<file path="src/rtl/sa_read_arbiter_pkg.sv">
// Shared definitions for the slave-side read arbiter: default field widths,
// AR FSM state encoding and the packed per-master slice helper.
package sa_read_arbiter_pkg;

  localparam int TRANS_MST_ID_W_DEF    = 5;
  localparam int TRANS_BURST_W_DEF     = 2;
  localparam int TRANS_DATA_LEN_W_DEF  = 3;
  localparam int TRANS_DATA_SIZE_W_DEF = 3;
  localparam int TRANS_WR_RESP_W_DEF   = 2;

  typedef enum logic {
    AR_IDLE = 1'b0,
    AR_HOLD = 1'b1
  } ar_state_e;

  // LSB position of master idx's field inside a packed per-master bus.
  function automatic int field_lsb(input int idx, input int width);
    return idx * width;
  endfunction

endpackage

</file>
<file path="src/rtl/sa_order_fifo.sv">
// In-order FIFO of granted master indices; the head selects the R owner.
module sa_order_fifo #(
  parameter int DEPTH = 4,
  parameter int W     = 1,
  parameter int PTR_W = (DEPTH > 1) ? $clog2(DEPTH) : 1,
  parameter int CNT_W = $clog2(DEPTH + 1)
) (
  input  logic             clk_i,
  input  logic             rst_ni,
  input  logic             push_i,
  input  logic             pop_i,
  input  logic [W-1:0]     din_i,
  output logic [W-1:0]     head_o,
  output logic             empty_o,
  output logic             full_o,
  output logic [CNT_W-1:0] count_o
);

  logic [W-1:0]     mem_q [DEPTH];
  logic [PTR_W-1:0] wr_ptr_q, wr_ptr_d;
  logic [PTR_W-1:0] rd_ptr_q, rd_ptr_d;
  logic [CNT_W-1:0] count_q, count_d;
  logic             push_ok, pop_ok;

  assign empty_o = (count_q == '0);
  assign full_o  = (count_q == CNT_W'(DEPTH));
  assign count_o = count_q;
  assign head_o  = mem_q[rd_ptr_q];

  // Fullness is judged on the registered count, so a pop never frees a slot
  // for a push in the same cycle.
  assign push_ok = push_i & ~full_o;
  assign pop_ok  = pop_i & ~empty_o;

  always_comb begin
    wr_ptr_d = wr_ptr_q;
    rd_ptr_d = rd_ptr_q;
    count_d  = count_q;
    if (push_ok) wr_ptr_d = wr_ptr_q + PTR_W'(1);
    if (pop_ok)  rd_ptr_d = rd_ptr_q + PTR_W'(1);
    case ({push_ok, pop_ok})
      2'b10:   count_d = count_q + CNT_W'(1);
      2'b01:   count_d = count_q - CNT_W'(1);
      default: count_d = count_q;
    endcase
  end

  always_ff @(posedge clk_i or negedge rst_ni) begin
    if (!rst_ni) begin
      wr_ptr_q <= '0;
      rd_ptr_q <= '0;
      count_q  <= '0;
      for (int i = 0; i < DEPTH; i++) mem_q[i] <= '0;
    end else begin
      wr_ptr_q <= wr_ptr_d;
      rd_ptr_q <= rd_ptr_d;
      count_q  <= count_d;
      if (push_ok) mem_q[wr_ptr_q] <= din_i;
    end
  end

endmodule

</file>
<file path="src/rtl/sa_read_arbiter.sv">
// Round-robin AR arbiter with in-order R return routing for one slave port.
// Optional macro SA_AR_BACK_TO_BACK_EN allows a new grant while in HOLD.
module sa_read_arbiter
  import sa_read_arbiter_pkg::*;
#(
  parameter int MST_AMT           = 2,
  parameter int OUTSTANDING_AMT   = 4,
  parameter int DATA_WIDTH        = 32,
  parameter int ADDR_WIDTH        = 32,
  parameter int TRANS_MST_ID_W    = TRANS_MST_ID_W_DEF,
  parameter int TRANS_BURST_W     = TRANS_BURST_W_DEF,
  parameter int TRANS_DATA_LEN_W  = TRANS_DATA_LEN_W_DEF,
  parameter int TRANS_DATA_SIZE_W = TRANS_DATA_SIZE_W_DEF,
  parameter int TRANS_WR_RESP_W   = TRANS_WR_RESP_W_DEF,
  parameter int MST_ID_W          = (MST_AMT > 1) ? $clog2(MST_AMT) : 1
) (
  input  logic                                  ACLK_i,
  input  logic                                  ARESETn_i,
  input  logic [TRANS_MST_ID_W*MST_AMT-1:0]     dsp_ARID_i,
  input  logic [ADDR_WIDTH*MST_AMT-1:0]         dsp_ARADDR_i,
  input  logic [TRANS_BURST_W*MST_AMT-1:0]      dsp_ARBURST_i,
  input  logic [TRANS_DATA_LEN_W*MST_AMT-1:0]   dsp_ARLEN_i,
  input  logic [TRANS_DATA_SIZE_W*MST_AMT-1:0]  dsp_ARSIZE_i,
  input  logic [MST_AMT-1:0]                    dsp_ARVALID_i,
  output logic [MST_AMT-1:0]                    dsp_ARREADY_o,
  output logic [TRANS_MST_ID_W-1:0]             dsp_RID_o,
  output logic [DATA_WIDTH-1:0]                 dsp_RDATA_o,
  output logic [TRANS_WR_RESP_W-1:0]            dsp_RRESP_o,
  output logic                                  dsp_RLAST_o,
  output logic [MST_AMT-1:0]                    dsp_RVALID_o,
  input  logic [MST_AMT-1:0]                    dsp_RREADY_i,
  output logic [TRANS_MST_ID_W-1:0]             s_ARID_o,
  output logic [ADDR_WIDTH-1:0]                 s_ARADDR_o,
  output logic [TRANS_BURST_W-1:0]              s_ARBURST_o,
  output logic [TRANS_DATA_LEN_W-1:0]           s_ARLEN_o,
  output logic [TRANS_DATA_SIZE_W-1:0]          s_ARSIZE_o,
  output logic                                  s_ARVALID_o,
  input  logic                                  s_ARREADY_i,
  input  logic [TRANS_MST_ID_W-1:0]             s_RID_i,
  input  logic [DATA_WIDTH-1:0]                 s_RDATA_i,
  input  logic [TRANS_WR_RESP_W-1:0]            s_RRESP_i,
  input  logic                                  s_RLAST_i,
  input  logic                                  s_RVALID_i,
  output logic                                  s_RREADY_o,
  output logic                                  order_full_o
);

  localparam int CNT_W = $clog2(OUTSTANDING_AMT + 1);

  // Handshakes: a transfer happens on a rising edge where VALID and READY are
  // both high; AR READY toward the dispatchers is only raised for the winner.

  logic [TRANS_MST_ID_W-1:0]    arid_a    [MST_AMT];
  logic [ADDR_WIDTH-1:0]        araddr_a  [MST_AMT];
  logic [TRANS_BURST_W-1:0]     arburst_a [MST_AMT];
  logic [TRANS_DATA_LEN_W-1:0]  arlen_a   [MST_AMT];
  logic [TRANS_DATA_SIZE_W-1:0] arsize_a  [MST_AMT];

  for (genvar m = 0; m < MST_AMT; m++) begin : g_unpack
    assign arid_a[m]    = dsp_ARID_i[field_lsb(m, TRANS_MST_ID_W) +: TRANS_MST_ID_W];
    assign araddr_a[m]  = dsp_ARADDR_i[field_lsb(m, ADDR_WIDTH) +: ADDR_WIDTH];
    assign arburst_a[m] = dsp_ARBURST_i[field_lsb(m, TRANS_BURST_W) +: TRANS_BURST_W];
    assign arlen_a[m]   = dsp_ARLEN_i[field_lsb(m, TRANS_DATA_LEN_W) +: TRANS_DATA_LEN_W];
    assign arsize_a[m]  = dsp_ARSIZE_i[field_lsb(m, TRANS_DATA_SIZE_W) +: TRANS_DATA_SIZE_W];
  end

  ar_state_e                    ar_state_q, ar_state_d;
  logic [MST_ID_W-1:0]          rr_q, rr_d;
  logic [MST_ID_W-1:0]          winner, win_hi, win_lo;
  logic                         found_hi, any_req;
  logic                         ar_can_grant, grant;
  logic [TRANS_MST_ID_W-1:0]    s_arid_q;
  logic [ADDR_WIDTH-1:0]        s_araddr_q;
  logic [TRANS_BURST_W-1:0]     s_arburst_q;
  logic [TRANS_DATA_LEN_W-1:0]  s_arlen_q;
  logic [TRANS_DATA_SIZE_W-1:0] s_arsize_q;

  logic [MST_ID_W-1:0] fifo_head;
  logic                fifo_empty, fifo_full, fifo_pop;
  logic [CNT_W-1:0]    fifo_count;

  // Descending scan: win_lo ends as the lowest requester overall, win_hi as
  // the lowest at or above the pointer; win_lo covers the wrap-around case.
  always_comb begin
    found_hi = 1'b0;
    any_req  = 1'b0;
    win_hi   = '0;
    win_lo   = '0;
    for (int i = MST_AMT - 1; i >= 0; i--) begin
      if (dsp_ARVALID_i[i]) begin
        any_req = 1'b1;
        win_lo  = MST_ID_W'(i);
        if (i >= int'(rr_q)) begin
          found_hi = 1'b1;
          win_hi   = MST_ID_W'(i);
        end
      end
    end
    winner = found_hi ? win_hi : win_lo;
  end

  // Gated by reset so requests held during reset are never acknowledged.
  assign ar_can_grant = ARESETn_i & any_req & ~fifo_full;

  always_comb begin
    ar_state_d = ar_state_q;
    grant      = 1'b0;
    case (ar_state_q)
      AR_IDLE: begin
        if (ar_can_grant) begin
          grant      = 1'b1;
          ar_state_d = AR_HOLD;
        end
      end
      AR_HOLD: begin
        if (s_ARREADY_i) begin
`ifdef SA_AR_BACK_TO_BACK_EN
          if (ar_can_grant) grant = 1'b1;
          else              ar_state_d = AR_IDLE;
`else
          ar_state_d = AR_IDLE;
`endif
        end
      end
      default: ar_state_d = AR_IDLE;
    endcase
  end

  always_comb begin
    dsp_ARREADY_o = '0;
    if (grant) dsp_ARREADY_o[winner] = 1'b1;
  end

  always_comb begin
    rr_d = rr_q;
    if (grant) rr_d = (winner == MST_ID_W'(MST_AMT - 1)) ? '0 : winner + MST_ID_W'(1);
  end

  always_ff @(posedge ACLK_i or negedge ARESETn_i) begin
    if (!ARESETn_i) begin
      ar_state_q  <= AR_IDLE;
      rr_q        <= '0;
      s_arid_q    <= '0;
      s_araddr_q  <= '0;
      s_arburst_q <= '0;
      s_arlen_q   <= '0;
      s_arsize_q  <= '0;
    end else begin
      ar_state_q <= ar_state_d;
      rr_q       <= rr_d;
      if (grant) begin
        s_arid_q    <= arid_a[winner];
        s_araddr_q  <= araddr_a[winner];
        s_arburst_q <= arburst_a[winner];
        s_arlen_q   <= arlen_a[winner];
        s_arsize_q  <= arsize_a[winner];
      end
    end
  end

  assign s_ARVALID_o = (ar_state_q == AR_HOLD);
  assign s_ARID_o    = s_arid_q;
  assign s_ARADDR_o  = s_araddr_q;
  assign s_ARBURST_o = s_arburst_q;
  assign s_ARLEN_o   = s_arlen_q;
  assign s_ARSIZE_o  = s_arsize_q;

  sa_order_fifo #(
    .DEPTH (OUTSTANDING_AMT),
    .W     (MST_ID_W),
    .CNT_W (CNT_W)
  ) u_order_fifo (
    .clk_i   (ACLK_i),
    .rst_ni  (ARESETn_i),
    .push_i  (grant),
    .pop_i   (fifo_pop),
    .din_i   (winner),
    .head_o  (fifo_head),
    .empty_o (fifo_empty),
    .full_o  (fifo_full),
    .count_o (fifo_count)
  );

  assign order_full_o = (fifo_count == CNT_W'(OUTSTANDING_AMT));

  // Only the head owner sees RVALID and only its RREADY reaches the slave.
  always_comb begin
    dsp_RVALID_o = '0;
    s_RREADY_o   = 1'b0;
    if (!fifo_empty) begin
      dsp_RVALID_o[fifo_head] = s_RVALID_i;
      s_RREADY_o              = dsp_RREADY_i[fifo_head];
    end
  end

  assign fifo_pop    = s_RVALID_i & s_RREADY_o & s_RLAST_i;
  assign dsp_RID_o   = s_RID_i;
  assign dsp_RDATA_o = s_RDATA_i;
  assign dsp_RRESP_o = s_RRESP_i;
  assign dsp_RLAST_o = s_RLAST_i;

endmodule

</file>
<file path="config.mk">
export PLATFORM = sky130hd
export DESIGN_NAME = sa_read_arbiter
export DESIGN_NICKNAME = d
export VERILOG_FILES = /design/src/rtl/sa_read_arbiter_pkg.sv /design/src/rtl/sa_order_fifo.sv /design/src/rtl/sa_read_arbiter.sv
export SDC_FILE = /design/constraint.sdc
export NUM_CORES = 1
export LEC_CHECK = 0
export CAP_MARGIN = 20
export CORE_AREA = 3 3 87 89
export DETAILED_ROUTE_END_ITERATION = 16
export DIE_AREA = 0 0 90 92
export DONT_BUFFER_PORTS = 1
export HOLD_SLACK_MARGIN = 0.15
export PLACE_DENSITY = 0.66
export SYNTH_ARGS = -nofsm -noshare
export SYNTH_HDL_FRONTEND = slang
export SYNTH_SLANG_ARGS = --single-unit
</file>
<file path="constraint.sdc">
create_clock -name ACLK_i -period 3.95 [get_ports ACLK_i]
set_input_delay 0.79 -clock ACLK_i [delete_from_list [all_inputs] [get_ports ACLK_i]]
set_output_delay 0.79 -clock ACLK_i [all_outputs]
set_load 0.005 [all_outputs]
</file>
==> results.md <==
* Setup violations, final at 0
* Detailed placement HPWL at 4946 µm
* Die ar. at 8280 µm²
* CP arrival at 1600 ps
* Leak pwr at 1.361 nW
* Sequential Power Share at 46.4%
* Synthesized netlist net count at 497
* Crit path kind: reg2out
* VDD IR max at 0.2872 mV
* Status: completed
* Metal1 wirelength at 2607 µm
* Post-synthesis mux area share at 3.763%
* Max cap viols at 0
* Dpl cell area at 2834 µm²
* # DRC at 0
* Worst setup margin at 1560 ps
* Layout Cells excl Fill at 410
* Switching Share at 34.89%
* TNS Setup at 0 ps
* Maximum buffer depth of the clock tree at 2
* Min Clock Period, post-route at 2390 ps
* Initial antenna violation count at 0
* Initial DRC Count at 67
* Syn. warnings at 0
* Clock slew at reported path FFs at 70 ps
* Crit start category: flip-flop
* Core area at 6832 µm²
* Synth Area in Compound Gates at 10.51%
* Routed wl met2 at 3223 µm
* Worst slack, placed at 1514 ps
* Hold WC Path Type: in2async
* Clock Skew at 6.519 ps
* Total CTS buffers at 9
* Critical Path End Type: primary output
* Number of H-tree levels at 3
* Vias per cell at 5.380
* Yosys reg bits at 58
* Initial cell density of the core at 44.78%
* Most common cell after layout, fill and taps aside: nand2_1
* Number of global-route vias before repair at 2241
* Power Internal at 1.600 mW
* Simple logic cell fraction of the synthesized area at 20.29%
* DR WL met3 at 846 µm
* Max_slew headroom at 42.29%
* CTS sink count at 58
* Post-synthesis cell type count at 26
* Clk_lat worst skew at 320 ps
* Proportion of layout cells with a drive suffix above 1 at 8.917%
* Final hold violations at 0
* Critical path required time at 3160 ps
* Number of nets in the layout at 453
* Max layer used: met4
* PD cells at 794.4 nW/µm²
* Post-Synth Adder-Cell Area at 2.699%
* Drt pass-1 iters at 5
* Design area at 3094 µm²
* Mean Syn Cell Area at 8.666 µm²
* Final WL at 6831 µm
* Most frequent cells in the layout: nand2_1 (95), dfrtp_1 (58), nor2_1 (51)
* Mapped Cells at 353
* RSZ-0062 raised after global routing: no
* Slew Viols, Final at 0
* Period utilisation layout at 60.52%
* Chip Height at 92 µm
* GPL Wtd Cong at 0.7643
* Combinational power share at 27.8%
* Post-synthesis sequential area ratio at 47.44%
* Worst Tran Pin Value at 865.7 ps
* Gr ovfl total at 0
* CTS tree: yes
* Synthesized cell area at 3059 µm²
* Avg WL per Cell at 16.66 µm
* Critical Path Fanout Max at 50
* PortBufs at 0
* Largest family of logic cells by synthesized area: simple AND/OR/NAND/NOR gates
* Highest Clock Rate at 0.4183 GHz
* Psw at 0.8576 mW
* Placed insts at 393
* Xor/xnor share of the synthesized area at 1.431%
* Final core utilization at 45.29%
* Number of antenna diodes at 0
* Maximum number of pins on one net before global-route repair at 98
* P&R area growth vs syn at 1.145%
* DRT antenna net count at 0
* Root Buffer Master: clkbuf_8
* Row cnt at 30
* First-pass GRT wire length at 11290 µm
* IO Pins at 230
* Die width at 90 µm
* Clock power frac at 25.9%
* Gr usage total at 16.99%
* Via count at 2206
[metrics by stage]
step / hold WS, ps / total power [mW]
global placement: 486.0 / 1.805
finish: 328.4 / 2.458
detailed placement: 492.1 / 1.837
CTS: 318.2 / 2.507
floorplan: 454.7 / 1.687
global route: 322.9 / 2.667
[layout make-up]
class | instances | area [µm²]
clock buffer | 10 | 127.6
clock inverter | 6 | 105.1
fill | 674 | 3737
inverter | 9 | 33.78
multi-input combinational | 227 | 1206
sequential | 58 | 1451
tap | 96 | 120.1
timing repair buffer | 4 | 50.05
[final timing paths]
kind,start,end,slack [ps],depth (start not counted)
min reg2reg,u_order_fifo.count_o[2],u_order_fifo.count_o[2],500,1
max in group asynchronous,ARESETn_i,s_ARADDR_o[31],3370,1
min in group ACLK_i,u_order_fifo.count_o[2],u_order_fifo.count_o[2],500,1
max,rr_q,dsp_ARREADY_o[0],1560,4
min,ARESETn_i,s_ARSIZE_o[0],330,1
max reg2reg,u_order_fifo.rd_ptr_q[1],u_order_fifo.count_o[2],1670,10
[worst max-delay path, stage by stage, from the launching register on]
cell and delay, ps:
dfrtp_1 400, inv_1 120, a21boi_4 150, buf_4 430, nor2_1 130
[cell usage after synthesis (all sizes together)]
cell type  instances  share of area, %
a21boi             1              0.25
a21oi              1              0.16
a31oi             45               9.2
and3b              1              0.29
buf               49                12
clkbuf            10               1.2
dfrtp             58                47
fa                 1              0.65
ha                 5               2.0
inv                9               1.1
mux2               4               1.5
mux2i              7               2.3
nand2             95                12
nand3b             1              0.25
nor2              51               6.3
nor3               1              0.16
nor3b              3              0.90
nor4b              1              0.78
o21ai              4              0.65
o31ai              1              0.25
xnor2              2              0.57
xor2               3              0.86
[kinds of logic (layout without fill, tap and decap cells)]
family / Yosys count / after routing
and+or+nand+nor: 153 / 153
buffers and inverters: 68 / 29
DFF: 58 / 58
AOI/OAI and AO/OA: 52 / 52
muxes: 11 / 11
adders and majority gates: 6 / 6
xor gates and xnor gates: 5 / 5
[registers in the layout (all words and copies together) (netlist names)]
name,cells
u_order_fifo.rd_ptr_q,2
s_ARLEN_o,3
u_order_fifo.wr_ptr_q,2
u_order_fifo.mem_q,4
rr_q,1
u_order_fifo.count_o,3
s_ARSIZE_o,3
s_ARADDR_o,32
s_ARVALID_o,1
s_ARBURST_o,2
s_ARID_o,5
[power by group through the flow]
stage          Combinational [mW]  Clock (mW)  Sequential (mW)
6_report                    0.683       0.636             1.14
3_3_place_gp                0.654           0             1.15
3_5_place_dp                0.685           0             1.15
4_1_cts                     0.696       0.664             1.15
2_1_floorplan               0.610           0             1.08
5_1_grt                     0.793       0.695             1.18
[repair_timing]
item,4_1_cts,5_1_grt
hold buffers,1,0
hold endpoints to repair,58,0
buffers inserted,0,0
endpoints found under the setup margin,0,0
resized for setup,0,0
[routing by layer]
metal  up-vias  GRT usage, %
met3        23         7.547
li1       1032             -
met2       147         27.44
met1      1004         19.04
met5         -             0
met4         0         8.673
Power figures use the tool's default switching activity.
